File: src/rtl/fecg_acq_pkg.sv
// Shared types and default dimensions for the fetal-ECG acquisition bank scheduler.
package fecg_acq_pkg;

   localparam int unsigned N_SAMPLES_DEF  = 512;
   localparam int unsigned N_CHANNELS_DEF = 8;
   localparam int unsigned DATA_W_DEF     = 32;

   localparam int unsigned SAMPLE_IDX_W = $clog2(N_SAMPLES_DEF);
   localparam int unsigned CH_IDX_W     = $clog2(N_CHANNELS_DEF);

   typedef enum logic [1:0] {
      IDLE,
      WAIT_SYNC,
      FILL,
      STALL
   } acq_state_t;

endpackage

File: src/rtl/up_counter.sv
// Wrapping up-counter: counts 0..MAX_VALUE-1 on enable, flags the last value on max.
module up_counter #(
   parameter int unsigned WIDTH     = 4,
   parameter int unsigned MAX_VALUE = 16
) (
   input  logic             clk,
   input  logic             rst_n,
   input  logic             clear,
   input  logic             enable,
   output logic [WIDTH-1:0] count,
   output logic             max
);

   assign max = (count == WIDTH'(MAX_VALUE - 1));

   always_ff @(posedge clk or negedge rst_n) begin
      if (!rst_n) begin
         count <= '0;
      end else if (clear) begin
         count <= '0;
      end else if (enable) begin
         count <= max ? '0 : count + 1'b1;
      end
   end

endmodule

File: src/rtl/acq_bank_scheduler.sv
// Ping-pong accumulator bank scheduler: write sequencing, full-bank tracking, consumer handshake.
// Optional ACQ_DROP_COUNT_EN adds a saturating drop_count output.
module acq_bank_scheduler
   import fecg_acq_pkg::*;
#(
   parameter int unsigned N_SAMPLES  = N_SAMPLES_DEF,
   parameter int unsigned N_CHANNELS = N_CHANNELS_DEF,
   parameter int unsigned DATA_W     = DATA_W_DEF
) (
   input  logic                          clk,
   input  logic                          rst,
   input  logic                          enable,
   input  logic                          word_valid,
   input  logic                          word_first,
   input  logic [DATA_W-1:0]             word_data,
   output logic                          wr_en,
   output logic                          wr_bank,
   output logic [$clog2(N_SAMPLES)-1:0]  wr_sample,
   output logic [$clog2(N_CHANNELS)-1:0] wr_channel,
   output logic [DATA_W-1:0]             wr_data,
   output logic                          blk_valid,
   output logic                          blk_bank,
   input  logic                          blk_ack,
   output logic                          overflow,
`ifdef ACQ_DROP_COUNT_EN
   output logic [15:0]                   drop_count,
`endif
   output logic                          sync_err
);

   localparam int unsigned S_W = $clog2(N_SAMPLES);
   localparam int unsigned C_W = $clog2(N_CHANNELS);

   acq_state_t     state;
   logic           fill_bank;
   logic [1:0]     full;
   logic [C_W-1:0] ch_idx;
   logic [S_W-1:0] sample_cnt;
   logic           sample_max;

   logic           ack_fire, other_free, last_ch, take, realign, adv, done, stall_go;
   logic           wr_go, tgt_bank, drop, cnt_clr, bank_next;
   logic [S_W-1:0] tgt_sample;
   logic [C_W-1:0] tgt_ch, ch_next;
   logic [1:0]     full_next;

   up_counter #(
      .WIDTH     (S_W),
      .MAX_VALUE (N_SAMPLES)
   ) u_sample_cnt (
      .clk    (clk),
      .rst_n  (rst),
      .clear  (cnt_clr),
      .enable (adv),
      .count  (sample_cnt),
      .max    (sample_max)
   );

   always_comb begin
      ack_fire   = blk_ack && blk_valid;
      // An ack landing on the other bank this edge counts as freeing it.
      other_free = !full[~fill_bank] || (ack_fire && (blk_bank == ~fill_bank));
      last_ch    = (ch_idx == C_W'(N_CHANNELS - 1));
      take       = enable && word_valid &&
                   ((state == FILL) || ((state == WAIT_SYNC) && word_first));
      realign    = (state == FILL) && word_first && (ch_idx != '0);
      adv        = take && (last_ch || realign);
      done       = adv && sample_max;
      stall_go   = done && !other_free;
      cnt_clr    = (state == FILL) && !enable;

      wr_go      = take;
      tgt_bank   = fill_bank;
      tgt_sample = sample_cnt;
      tgt_ch     = ch_idx;
      ch_next    = last_ch ? '0 : ch_idx + 1'b1;
      // A misaligned first word closes the current sample; at the last sample
      // that closes the block and the word opens the next bank, if it is free.
      if (realign) begin
         tgt_ch  = '0;
         ch_next = C_W'(1);
         if (sample_max) begin
            tgt_bank   = ~fill_bank;
            tgt_sample = '0;
            wr_go      = other_free;
            if (!other_free) ch_next = '0;
         end else begin
            tgt_sample = sample_cnt + 1'b1;
         end
      end

      drop = ((state == STALL) && word_valid) || (take && !wr_go);

      full_next = full;
      if (ack_fire) full_next[blk_bank] = 1'b0;
      if (done)     full_next[fill_bank] = 1'b1;
      bank_next = full_next[blk_bank]  ? blk_bank :
                  full_next[~blk_bank] ? ~blk_bank : blk_bank;
   end

   always_ff @(posedge clk or negedge rst) begin
      if (!rst) begin
         state      <= IDLE;
         fill_bank  <= 1'b0;
         full       <= '0;
         ch_idx     <= '0;
         wr_en      <= 1'b0;
         wr_bank    <= 1'b0;
         wr_sample  <= '0;
         wr_channel <= '0;
         wr_data    <= '0;
         blk_valid  <= 1'b0;
         blk_bank   <= 1'b0;
         overflow   <= 1'b0;
         sync_err   <= 1'b0;
`ifdef ACQ_DROP_COUNT_EN
         drop_count <= '0;
`endif
      end else begin
         wr_en <= wr_go;
         if (wr_go) begin
            wr_bank    <= tgt_bank;
            wr_sample  <= tgt_sample;
            wr_channel <= tgt_ch;
            wr_data    <= word_data;
         end

         full      <= full_next;
         blk_valid <= |full_next;
         blk_bank  <= bank_next;

         if (drop) overflow <= 1'b1;
         if (take && realign) sync_err <= 1'b1;
`ifdef ACQ_DROP_COUNT_EN
         if (drop && (drop_count != '1)) drop_count <= drop_count + 16'd1;
`endif

         if (done) fill_bank <= ~fill_bank;

         if (cnt_clr)   ch_idx <= '0;
         else if (take) ch_idx <= ch_next;

         case (state)
            IDLE:      if (enable) state <= WAIT_SYNC;
            WAIT_SYNC: begin
               if (!enable)   state <= IDLE;
               else if (take) state <= stall_go ? STALL : FILL;
            end
            FILL: begin
               if (!enable)       state <= IDLE;
               else if (stall_go) state <= STALL;
            end
            STALL:     if (ack_fire && (blk_bank == fill_bank)) state <= WAIT_SYNC;
            default:   state <= IDLE;
         endcase
      end
   end

endmodule

File: config.mk
export PLATFORM = sky130hd
export DESIGN_NAME = acq_bank_scheduler
export DESIGN_NICKNAME = d
export VERILOG_FILES = /design/src/rtl/fecg_acq_pkg.sv /design/src/rtl/up_counter.sv /design/src/rtl/acq_bank_scheduler.sv
export SDC_FILE = /design/constraint.sdc
export NUM_CORES = 1
export LEC_CHECK = 0
export ABC_AREA = 1
export CORE_MARGIN = 10
export CORE_UTILIZATION = 51
export CTS_CLUSTER_DIAMETER = 200
export CTS_CLUSTER_SIZE = 28
export DETAILED_ROUTE_END_ITERATION = 10
export GPL_TIMING_DRIVEN = 0
export PLACE_DENSITY_LB_ADDON = 0.05
export REMOVE_ABC_BUFFERS = 1
export SYNTH_ARGS = -nofsm -noshare
export SYNTH_HDL_FRONTEND = slang
export SYNTH_SLANG_ARGS = --single-unit
File: constraint.sdc
create_clock -name clk -period 6.2 [get_ports clk]
set_input_delay 1.24 -clock clk [delete_from_list [all_inputs] [get_ports clk]]
set_output_delay 1.24 -clock clk [all_outputs]
set_load 0.03 [all_outputs]
==> summary.txt <==
Timing
  – Hold violation count in the final report: 0
  – Setup_tns: 0 ps
  – Slew margin rel.: 0.411
  – Worst hold slack: roughly 470 ps
  – Fin Clk Skew: roughly 11 ps
  – Worst Setup Slack, final: 2970 ps
  – Achievable frequency: ~310 MHz
  – RSZ-0062 raised after global routing: false
  – Fin crit period: roughly 3200 ps
  – Setup violators final: 0
  – Worst slew pin tran: 884 ps
  – Tcrit/Tclk final: 0.521
  – Max-slew violations: 0

Setup path
  – CP max FO: 45
  – CP max-delay cell: o21a_2
  – Crit path DAT: 3450 ps
  – Max incr delay on CP: just over 700 ps
  – CP startpoint kind: input pin
  – CP required: about 6400 ps
  – Buffers & Inverters on Critical Path: 3
  – CP cell instances: clkdlybuf4s50_1, nand2_1, inv_1, nand2_2, clkinv_2, nand2_2, o21a_2, nand2_1, nor2_1, nor2_1
  – Crit path max-delay family: buffers and inverters
  – CP Capture Type: register
  – Critical path class: input pin to register

Synth
  – Simple-Gate Fraction of Synth Area: 0.275
  – EDFF count, synth: 0
  – Main combinational cell family by area after synthesis: simple AND/OR/NAND/NOR gates
  – Post-synthesis xor/xnor area fraction: 0.00563
  – Compound-gate portion of the synthesized area: 0.0797
  – Most frequent cell after synthesis: nand2_1
  – Synth warn: 0
  – Synth cell types: 31
  – Proportion of synthesized area in mux cells: 0
  – Synthesized netlist cell count: 369
  – Yosys top cell by area: dfrtp_1
  – Yosys top cell area share: 0.539
  – Sequential fraction of the synthesis area: 0.539
  – Synth Flop Type: dfrtp_1
  – #FFs+latches synth: 67
  – Synth Area in Adders: 0.0362
  – Area of the mapped netlist: about 0.0031 mm²
  – Post-synth top cells: 171 x nand2_1, 67 x dfrtp_1, 24 x inv_1, 21 x nand3_1, 15 x o21ai_0
  – Syn avg cell area: 8.43 µm²
  – Top cells by area, synth: dfrtp_1 54%, nand2_1 21%, ha_1 3.6%
  – Ys async rst share: 1.00

CTS
  – Num Clock Sinks: 67
  – Number of CTS-inserted buffers: 9
  – CTS Buffer Depth: 2
  – Post-CTS Setup Inserts: 0
  – Clock latency at the later pin of the worst-skew pair: 330 ps
  – CTS Hold Buffers Added: 0
  – CTS clk-pin slew, worst paths: 70 ps
  – CTS resizes: 0
  – CTS HTree Levels: 3
  – Clock root buffer: clkbuf_8
  – CTS tree: built

Global route
  – Total gr overflow: 0
  – Vias in the first global route: approximately 2,600
  – GRT met3 Usage: 0.0514
  – Largest net degree at the start of global routing: 68
  – First-pass GRT wire length: ~13,000 µm
  – M1 GR Usage: 0.193
  – GRT Total Usage: 0.157
  – Initial antenna violation count: 0
  – Met2 usage: 0.255
  – GRT Max-Usage Layer: met2

Finish
  – Fill count: around 480
  – Layout Nets: between 500 and 600
  – Finished layout cell area: between 0.004 and 0.005 mm²
  – Area growth, synth to finish: 34.9%
  – Proportion of layout cells with a drive suffix above 1: 0.0741
  – Antenna diodes: 0

Power
  – Static Leakage: about 2.1 nW
  – Sequential power share: 0.350
  – Pwr dens: between 500 and 600 mW/mm²
  – Int Pwr: approximately 1.2 mW
  – Overall power consumption: ~2.1 mW
  – Switching share of power: 0.412
  – Gate power share: 0.464
  – Peak VDD IR: between 0.0003 and 0.0004 V
  – Clk pwr share: 0.186
  – Psw: 868 µW

Detailed routing
  – Iteration-0 DRC Markers: 96
  – Routed vias: roughly 2,600
  – Routed Antenna Nets: 0
  – Via/cell ratio: about 5
  – DRC viols: 0
  – Post-Route WL: 7380 µm
  – WL per Instance: approximately 14 µm
  – First-pass iteration count of the detailed router: 4

Placement
  – RePlAce Congestion: between 0.9 and 1
  – Worst setup slack after placement: around 2600 ps
  – Area after DPL: just under 0.004 mm²
  – Post-DP HPWL: 5250 µm
  – Port Buffers: 87

Die
  – Initial core utilization: 0.525
  – Die height: ~100 µm
  – Die Area: a little under 0.01 mm²
  – Io pins: 88
  – Core ar.: roughly 0.0059 mm²
  – Row cnt: 28
  – Die width: 98.1 µm

Outcome
  – Run status: finished, final reports clean

Min path
  – Hold Path Class: register to register

Job
  – Max Cap Viol: 0
## layer usage
layer / wire length [µm] / share of wire
met4: 71 / 0.0096
met3: 474 / 0.064
met1: 3250 / 0.44
met2: 3580 / 0.48
met5: 0 / 0
## logic make-up (layout without fill, tap and decap cells)
| kind of cell | after synthesis | in the layout |
|---|---|---|
| buffers and inverters | 41 | 131 |
| flip-flops | 67 | 67 |
| XOR/XNOR | 2 | 2 |
| AND/OR/NAND/NOR | 214 | 214 |
| AO/OA/AOI/OAI | 36 | 36 |
| adder cells (fa/ha/maj) | 9 | 9 |
## per-stage QoR
step                      cells   util
after detailed placement    518  0.672
after floorplan             356      -
after global placement      518  0.672
after global routing        534  0.709
final                       534  0.709
after CTS                   534  0.709
## power groups by stage
stage	logic (mW)	registers [mW]	clock network, mW
5_1_grt	1.07	0.766	0.415
3_3_place_gp	0.975	0.732	0
4_1_cts	0.994	0.738	0.401
3_5_place_dp	0.991	0.744	0
6_report	0.977	0.737	0.391
2_1_floorplan	0.272	1.03	0
## final cells by class
type	count	area, µm²	area share
inverter	28	106	0.0254
tap	75	93.8	0.0224
sequential	67	1680	0.400
timing repair buffer	87	868	0.207
clock buffer	9	124	0.0295
clock inverter	7	92.6	0.0221
multi-input combinational	261	1230	0.294
## registers in the layout, summed over array words and instances (netlist names)
| register | cells |
|---|---|
| blk_bank | 1 |
| overflow | 1 |
| full | 2 |
| fill_bank | 1 |
| u_sample_cnt.count | 9 |
| wr_sample | 9 |
| wr_data | 32 |
| ch_idx | 3 |
| wr_en | 1 |
| wr_bank | 1 |
| sync_err | 1 |
| blk_valid | 1 |
| state | 2 |
| wr_channel | 3 |
## placed cells by master, fill, tap and decap left out, types with 2 or more instances in the layout
cell | netlist | layout
nor2_1 | 13 | 13
xor2_1 | 2 | 2
clkdlybuf4s50_1 | 0 | 86
clkinvlp_4 | 0 | 3
inv_2 | 3 | 3
clkinv_2 | 1 | 3
o22ai_1 | 5 | 5
o21ai_0 | 15 | 15
o211ai_1 | 4 | 4
inv_1 | 24 | 24
clkbuf_8 | 0 | 9
ha_1 | 9 | 9
or2_2 | 2 | 2
o211ai_2 | 3 | 3
dfrtp_1 | 67 | 67
a21oi_1 | 2 | 2
nand2_1 | 171 | 171
nand3_1 | 21 | 21
bufinv_16 | 0 | 2
nand2_2 | 4 | 4
## worst register-to-register path, stage by stage, from the launching register on
cell,delay [ps]
dfrtp_1,450
ha_1,220
nand2_1,70
nor2_1,220
nand4_1,170
nor2_1,130
ha_1,360
nand2_2,130
nand2_2,90
o21a_2,700
nand2_1,120
nor2_1,120
nor2_1,40
## worst paths after layout
| path | cells past startpoint | endpoint | slack (ps) | startpoint |
|---|---|---|---|---|
| min in group asynchronous | 1 | u_sample_cnt.count[4]$_DFFE_PN0P_ | 1010 | rst |
| min | 2 | wr_data[2]$_DFFE_PN0P_ | 470 | wr_data[2]$_DFFE_PN0P_ |
| max in group asynchronous | 1 | ch_idx[1]$_DFFE_PN0P_ | 4650 | rst |
| min reg2reg | 2 | wr_data[2]$_DFFE_PN0P_ | 470 | wr_data[2]$_DFFE_PN0P_ |
| max | 10 | wr_sample[5]$_DFFE_PN0P_ | 2970 | word_first |
| max reg2reg | 12 | wr_sample[5]$_DFFE_PN0P_ | 3260 | u_sample_cnt.count[0]$_DFFE_PN0P_ |
Power figures use the tool's default switching activity.
